[src/rtl/matmul_sequencer.sv]
// Command-driven sequencer for the ternary matmul datapath: loads packed weights,
// streams activations into the MAC slices and drains one result per active slice.
module matmul_sequencer #(
    parameter int SLICES  = 4,
    parameter int WADDR_W = 4,
    parameter int LEN_W   = 8,
    parameter int MAC_LAT = 2,
    localparam int SEL_W  = (SLICES > 1) ? $clog2(SLICES) : 1
) (
    input  logic               clk,
    input  logic               reset,
    input  logic [7:0]         cfg_slices,
    input  logic               cmd_valid,
    output logic               cmd_ready,
    input  logic [1:0]         cmd_op,
    input  logic [LEN_W-1:0]   cmd_len,
    input  logic               data_valid,
    output logic               data_ready,
    output logic               w_we,
    output logic [SEL_W-1:0]   w_slice,
    output logic [WADDR_W-1:0] w_addr,
    output logic               mac_clear,
    output logic               mac_en,
    output logic               mac_last,
    output logic               out_valid,
    input  logic               out_ready,
    output logic [SEL_W-1:0]   out_sel,
    output logic               busy,
    output logic               done,
    output logic               err
);

    localparam int FL_W = (MAC_LAT > 1) ? $clog2(MAC_LAT) : 1;
    localparam logic [FL_W-1:0]    FLUSH_LAST = FL_W'((MAC_LAT > 0) ? MAC_LAT - 1 : 0);
    localparam logic [SEL_W-1:0]   SLICE_MAX  = SEL_W'(SLICES - 1);
    localparam logic [WADDR_W-1:0] ADDR_MAX   = '1;

    localparam logic [1:0] OP_NOP   = 2'b00;
    localparam logic [1:0] OP_LOAD  = 2'b01;
    localparam logic [1:0] OP_RUN   = 2'b10;
    localparam logic [1:0] OP_CLEAR = 2'b11;

    typedef enum logic [2:0] {
        S_IDLE,
        S_LOAD_W,
        S_RUN_CLR,
        S_RUN_STREAM,
        S_RUN_FLUSH,
        S_DRAIN
    } state_t;

    state_t              state;
    state_t              state_next;
    logic [LEN_W-1:0]    beat_cnt;
    logic [FL_W-1:0]     flush_cnt;
    logic [SEL_W-1:0]    last_sel;
    logic                in_range;
    logic                clear_pulse;
    logic                cmd_fire;
    logic                bad_cfg;

    assign cmd_fire = cmd_valid & cmd_ready;
    assign bad_cfg  = (cfg_slices == 8'd0) || (int'(cfg_slices) > SLICES);

    always_ff @(posedge clk or posedge reset) begin
        if (reset) begin
            state <= S_IDLE;
        end else begin
            state <= state_next;
        end
    end

    always_comb begin
        state_next = state;
        cmd_ready  = (state == S_IDLE);
        data_ready = (state == S_LOAD_W) || (state == S_RUN_STREAM);
        out_valid  = (state == S_DRAIN);
        busy       = (state != S_IDLE);
        w_we       = (state == S_LOAD_W) && data_valid && in_range;
        mac_en     = (state == S_RUN_STREAM) && data_valid;
        mac_last   = mac_en && (beat_cnt == LEN_W'(1));
        mac_clear  = (state == S_RUN_CLR) || clear_pulse;

        case (state)
            S_IDLE: begin
                if (cmd_valid && cmd_len != '0) begin
                    if (cmd_op == OP_LOAD) begin
                        state_next = S_LOAD_W;
                    end else if (cmd_op == OP_RUN) begin
                        state_next = S_RUN_CLR;
                    end
                end
            end
            S_LOAD_W: begin
                if (data_valid && beat_cnt == LEN_W'(1)) begin
                    state_next = S_IDLE;
                end
            end
            S_RUN_CLR: begin
                state_next = S_RUN_STREAM;
            end
            S_RUN_STREAM: begin
                if (mac_last) begin
                    state_next = S_RUN_FLUSH;
                end
            end
            S_RUN_FLUSH: begin
                if (flush_cnt == FLUSH_LAST) begin
                    state_next = S_DRAIN;
                end
            end
            S_DRAIN: begin
                if (out_ready && out_sel == last_sel) begin
                    state_next = S_IDLE;
                end
            end
            default: begin
                state_next = S_IDLE;
            end
        endcase
    end

    // Once the write pointer runs off the last slice it freezes; later beats are dropped.
    always_ff @(posedge clk or posedge reset) begin
        if (reset) begin
            beat_cnt    <= '0;
            flush_cnt   <= '0;
            last_sel    <= '0;
            in_range    <= 1'b0;
            clear_pulse <= 1'b0;
            w_slice     <= '0;
            w_addr      <= '0;
            out_sel     <= '0;
            done        <= 1'b0;
            err         <= 1'b0;
        end else begin
            done        <= busy && (state_next == S_IDLE);
            clear_pulse <= cmd_fire && (cmd_op == OP_CLEAR);

            case (state)
                S_IDLE: begin
                    if (cmd_fire) begin
                        case (cmd_op)
                            OP_CLEAR: begin
                                err <= 1'b0;
                            end
                            OP_LOAD: begin
                                if (cmd_len == '0) begin
                                    err <= 1'b1;
                                end else begin
                                    beat_cnt <= cmd_len;
                                    w_slice  <= '0;
                                    w_addr   <= '0;
                                    in_range <= 1'b1;
                                end
                            end
                            OP_RUN: begin
                                if (cmd_len == '0) begin
                                    err <= 1'b1;
                                end else begin
                                    beat_cnt  <= cmd_len;
                                    flush_cnt <= '0;
                                    out_sel   <= '0;
                                    if (bad_cfg) begin
                                        err      <= 1'b1;
                                        last_sel <= SLICE_MAX;
                                    end else begin
                                        last_sel <= SEL_W'(cfg_slices - 8'd1);
                                    end
                                end
                            end
                            default: begin
                            end
                        endcase
                    end
                end
                S_LOAD_W: begin
                    if (data_valid) begin
                        beat_cnt <= beat_cnt - LEN_W'(1);
                        if (in_range) begin
                            if (w_addr == ADDR_MAX) begin
                                if (w_slice == SLICE_MAX) begin
                                    in_range <= 1'b0;
                                    err      <= 1'b1;
                                end else begin
                                    w_addr  <= '0;
                                    w_slice <= w_slice + SEL_W'(1);
                                end
                            end else begin
                                w_addr <= w_addr + WADDR_W'(1);
                            end
                        end
                    end
                end
                S_RUN_STREAM: begin
                    if (data_valid) begin
                        beat_cnt <= beat_cnt - LEN_W'(1);
                    end
                end
                S_RUN_FLUSH: begin
                    flush_cnt <= flush_cnt + FL_W'(1);
                end
                S_DRAIN: begin
                    if (out_ready) begin
                        if (out_sel == last_sel) begin
                            out_sel <= '0;
                        end else begin
                            out_sel <= out_sel + SEL_W'(1);
                        end
                    end
                end
                default: begin
                end
            endcase
        end
    end

endmodule
[config.mk]
export PLATFORM = sky130hd
export DESIGN_NAME = matmul_sequencer
export DESIGN_NICKNAME = d
export VERILOG_FILES = /design/src/rtl/matmul_sequencer.sv
export SDC_FILE = /design/constraint.sdc
export NUM_CORES = 1
export LEC_CHECK = 0
export CAP_MARGIN = 40
export CORE_ASPECT_RATIO = 1.1
export CORE_MARGIN = 2
export CORE_UTILIZATION = 25
export CTS_BUF_LIST = sky130_fd_sc_hd__clkbuf_4
export DETAILED_ROUTE_END_ITERATION = 8
export PLACE_DENSITY = 0.51
export SKIP_CTS_REPAIR_TIMING = 1
export SYNTH_ARGS = -nofsm -noshare
export SYNTH_HDL_FRONTEND = slang
export SYNTH_SLANG_ARGS = --single-unit
[constraint.sdc]
create_clock -name clk -period 2.15 [get_ports clk]
set_input_delay 0.43 -clock clk [delete_from_list [all_inputs] [get_ports clk]]
set_output_delay 0.43 -clock clk [all_outputs]
set_load 0.005 [all_outputs]
======== Word level (Yosys, flattened, before mapping) ========
Cells that the tools add are included.
cells by class
  magnitude comparators ................... 1
  equality and inequality tests ........... 28
  add/subtract/negate cells ............... 6
  bitwise gates (word level) .............. 2
  muxes and demuxes ....................... 57
  reduce and logical (&&, ||, !) cells .... 32
operators with widths
  operator                                                                          count
  8-bit 2-to-1 mux                                                                  4
  4-bit 2-to-1 mux                                                                  7
  2-bit 2-to-1 mux                                                                  12
  3-bit 2-to-1 mux                                                                  7
  1-bit 2-to-1 mux                                                                  18
  3-bit one-hot mux with 6 select lines                                             1
  8-bit logical NOT                                                                 2
  8-bit one-hot mux with 2 select lines                                             1
  5-bit AND reduction                                                               3
  2-bit by 1-bit != test with 1-bit output (second input constant)                  7
  2-bit != test (second input constant)                                             5
  1-bit logical AND                                                                 9
  9-bit AND reduction                                                               1
  8-bit by 1-bit == test with 1-bit output (second input constant)                  1
  8-bit by 3-bit greater-than comparator with 1-bit output (second input constant)  1
  2-bit one-hot mux with 2 select lines                                             2
  4-bit one-hot mux with 2 select lines                                             1
  4-bit AND reduction                                                               2
  8-bit AND reduction                                                               1
  2-bit nonzero test                                                                4
  8-bit nonzero test                                                                1
  8-bit by 1-bit subtractor with 8-bit output (second input constant)               1
  7-bit AND reduction                                                               1
  2-bit == test (second input constant)                                             3
  other kinds (22)                                                                  31
word-level totals
  output and inout bits ................... 18
  logic and storage cells ................. 137
  register bits after elaboration ......... 26

======== Logic depth before layout (Yosys ltp) ========
  word-level depth ........................ 7
  gate-level depth with buffers ........... 7
  gate-level depth less buffers ........... 6

======== Least setup slack after synthesis ========
Ideal clock, no wire load.
  path type ............................... register to register
  from .................................... register beat_cnt[0]
  to ...................................... register beat_cnt[6]
  cell stages (with the launch flop) ...... 7
  arrival time ............................ 1720 ps
  setup time .............................. 79 ps
  path slack .............................. 351 ps
  period minus slack after synthesis ...... 1799 ps
  path buffers ............................ 0
  cell sequence ........................... dfrtp_1 inv_1 ha_1 or3b_1 or3_1 a221oi_1 a2bb2oi_1
between the ends
  longest elaborated chain between the ends .. 3
ends and longest elaborated chain
  element                                      line      RTL
  start: declaration                           54        logic [LEN_W-1:0] beat_cnt;
  start signal: assignment                     151       beat_cnt <= cmd_len;
  start signal: assignment                     161       beat_cnt <= cmd_len;
  start signal: assignment                     179       beat_cnt <= beat_cnt - LEN_W'(1);
  8-bit by 1-bit subtractor with 8-bit output  179, 197
  8-bit 2-to-1 mux                             178, 196
  8-bit one-hot mux with 2 select lines        140       case (state)
No other way between the ends. The select of a mux whose other input is x is not followed.
A chain may end at the register's enable or synchronous reset.

======== Final worst setup path ========
  from .................................... register state[0]
  to ...................................... output busy
between the ends
  longest elaborated chain between the ends .. 1
ends and longest elaborated chain
  element                   line  RTL
  start: declaration        52    state_t state;
  start signal: assignment  69    state <= state_next;
  3-bit nonzero test        78    busy = (state != S_IDLE);
  end: declaration          28    output logic busy,
No other way between the ends.

==> Implementation_results.wiki <==
{| class="wikitable"
! Metric !! Value
|-
| Total net switching power || 556 uW
|-
| Critical path launch point || state[0]
|-
| Rows || 31
|-
| Post-Syn Area || between 0.0015 and 0.002 mm^2
|-
| Final net count || 293
|-
| Unrepaired setup endpoints after global routing || yes
|-
| Largest incremental delay on the critical path || 0.50 ns
|-
| Headroom to the max-slew limit || 70.1%
|-
| Ordered cell list for the critical path || nor3_4 > inv_2 > clkdlybuf4s50_1
|-
| Clock slew at the register clock pins of the worst setup and hold paths || 0.16 ns
|-
| Clock latency on the worst-skew pair || 0.33 ns
|-
| Fraction of power consumed by combinational cells || between 30 and 40%
|-
| Antenna cell count || 0
|-
| Via count of the first global-routing pass || roughly 1700
|-
| Yosys Warn Count || 0
|-
| Max clock buf depth || 2
|-
| Sequential share of the synthesized area || 37.3%
|-
| H-tree depth reported by CTS || 1
|-
| Number of failing hold endpoints at the final stage || 0
|-
| Area post-placement || 0.00240 mm^2
|-
| Leakage power of the design || 1.20 nW
|-
| Post-Syn Area per Cell || 9.28 um^2
|-
| Area of the die || 0.00767 mm^2
|-
| Tightest hold margin || 0.437 ns
|-
| Cell family contributing the most delay on the critical path || buffers and inverters
|-
| Post-synthesis register bit count || 26
|-
| Power density over the cells || approximately 600 mW/mm^2
|-
| Largest net degree at the start of global routing || 27
|-
| Total congestion overflow || 0
|-
| Synthesized net count || 219
|-
| Share of final-layout standard cells stronger than drive strength 1 || 25.3%
|-
| Area fraction of the dominant cell type after synthesis || about 37%
|-
| Shortest period the worst path allows || 2.08 ns
|-
| Area of the core region || 0.00667 mm^2
|-
| Iteration count of the initial detailed-routing pass || 4
|-
| Cell taking the most area after synthesis || sky130_fd_sc_hd__dfrtp_1
|-
| Number of non-filler instances in the completed layout || 343
|-
| Routed WL per cell || 13.9 um
|-
| Worst-case clock skew || 0.00796 ns
|-
| Share of async-settable or async-resettable flops after synthesis || 100%
|-
| Detailed Route WL || between 4000 and 5000 um
|-
| Cell types occupying the most area after synthesis || sky130_fd_sc_hd__dfrtp_1, sky130_fd_sc_hd__ha_1, sky130_fd_sc_hd__inv_1
|-
| Crit path kind || flip-flop to output pin
|-
| Slowest stage cell on the critical path || sky130_fd_sc_hd__dfrtp_2
|-
| Count of different cell masters after synthesis || 58
|-
| Ys flop type || sky130_fd_sc_hd__dfrtp_1
|-
| Int Power || 1.00 mW
|-
| Area grow syn2layout || 49.5%
|-
| Post-route design area || 0.00261 mm^2
|-
| Start of the worst register-to-register path || beat_cnt[1]
|-
| Placer congestion estimate || slightly below 0.8
|-
| Ratio of final minimum period to clock period || 96.7%
|-
| Number of enable-type register cells in the synthesized netlist || 0
|-
| Min setup slack post-route || 0.0719 ns
|-
| Clock group share of total power || 14.8%
|-
| Net Sw Frac || 35.6%
|-
| Arr. time, crit path || 1.65 ns
|-
| Largest fanout on the critical path || 5
|-
| Global Route Usage Sum || 12.6%
|-
| Final number of max-transition violations || 0
|-
| Leading cell types in the layout, fill and taps excluded || sky130_fd_sc_hd__clkdlybuf4s50_1, sky130_fd_sc_hd__buf_4, sky130_fd_sc_hd__dfrtp_1
|-
| Clock buffer count from CTS || 3
|-
| Maximum capacitance violations || 0
|-
| Sequential share of power || 45.6%
|-
| Critical path launch point type || flip-flop
|-
| PnR Total Power || 1.56 mW
|-
| ANT nets after route || 0
|-
| Status || finished, final reports clean
|-
| IO Pins || 41
|-
| Highest ir drop seen on vdd || between 0.2 and 0.25 mV
|-
| Vias || 1724
|-
| Count of input and output buffers || 40
|-
| Worst-case setup slack after placement || -0.264 ns
|-
| Critical Path End Type || output pin
|-
| Overall die width || about 84 um
|-
| CTS tree || yes
|-
| First-pass GRT wire length || 8080 um
|-
| Number of buffer and inverter stages on the critical path || 2
|-
| Dpl cells || 328
|-
| Clock Tree Root || sky130_fd_sc_hd__clkbuf_4
|-
| Remaining routing DRC violations || 0
|-
| Initial core utilization || 26.2%
|-
| Number of antenna violations at the first check in global routing || 0
|-
| Height of the chip || 91.6 um
|-
| Number of clock sinks seen by CTS || 26
|-
| Actual slew at the worst max-slew pin || 0.445 ns
|-
| Count of endpoints failing setup in the final report || 0
|-
| Count of routing violations after the opening detailed-route iteration || between 70 and 80
|-
| Class of the worst hold path || input port to asynchronous set/reset pin
|-
| Post-synthesis cell count || 188
|-
| Peak clock frequency supported by timing || 481 MHz
|-
| Required time at the worst-slack endpoint || 1.72 ns
|-
| Detailed placer's ending HPWL || 3560 um
|-
| Via-per-instance ratio || 5.03
|}
[state kept, by name (all words and copies together) (netlist names)]
signal       cells
clear_pulse      1
flush_cnt        1
beat_cnt         8
out_sel          2
done             1
in_range         1
last_sel         2
state            3
err              1
w_slice          2
w_addr           4
[metrics by stage]
step	TNS, ns	utilization [%]
global placement	-3.22	36.0
finish	0	39.1
floorplan	0	-
CTS	-1.15	36.4
detailed placement	-3.24	36.0
global route	-0.00200	39.1
[layout make-up]
type | instances | area, um^2
repair buffers | 78 | 728
multi-input cells | 138 | 1040
clock buffers | 3 | 22.5
flip-flops and latches | 26 | 654
clock inverters | 1 | 3.75
inverters | 15 | 58.8
well taps | 82 | 103
fillers | 702 | 4060
[final timing paths]
path / to / slack [ns] / depth (start not counted)
min in group clk: flush_cnt / 0.50 / 1
setup reg to reg: beat_cnt[6] / 0.17 / 7
hold reg to reg: flush_cnt / 0.50 / 1
hold / removal: beat_cnt[5] / 0.44 / 3
max in group asynchronous: state[1] / 1.42 / 3
setup / recovery: busy / 0.07 / 3
[power groups by stage]
stage / clock network [mW] / logic [mW] / registers (mW)
final: 0.230 / 0.618 / 0.712
after global routing: 0.260 / 0.677 / 0.731
after CTS: 0.242 / 0.550 / 0.701
after detailed placement: 0 / 0.548 / 0.710
after global placement: 0 / 0.543 / 0.710
after floorplan: 0 / 0.330 / 0.669
[synthesized netlist by cell type (all sizes together) (5+ instances only)]
library cell,instances
dfrtp,26
inv,15
nor2,12
a21oi,11
o21ai,10
nand3,9
ha,8
nor3,7
o22ai,7
nand2,6
buf,5
nor4,5
[worst register-to-register path: stages (launching register included)]
cell	delay (ns)
sky130_fd_sc_hd__dfrtp_1	0.41
sky130_fd_sc_hd__inv_1	0.08
sky130_fd_sc_hd__buf_4	0.11
sky130_fd_sc_hd__ha_1	0.17
sky130_fd_sc_hd__or3b_4	0.40
sky130_fd_sc_hd__or3_4	0.35
sky130_fd_sc_hd__a221oi_2	0.23
sky130_fd_sc_hd__a2bb2oi_1	0.17
[cells by family (layout without fill, tap and decap cells)]
logic type	after synthesis	in the layout	synth area share, %
compound gates	59	59	25.7
xor+xnor	3	3	1.51
fa+ha+maj	8	8	5.73
buf+inv	24	97	5.88
flops	26	26	37.3
mux	4	4	2.44
simple gates	64	64	21.5
[layer usage]
metal	wire (um)	up-vias	GRT usage, %
met1	2380	818	17.7
met3	134	2	1.35
li1	-	863	-
met4	42	0	4.03
met2	2220	41	20.3
met5	0	-	0
Note: power is estimated with default switching activity, not from simulation.
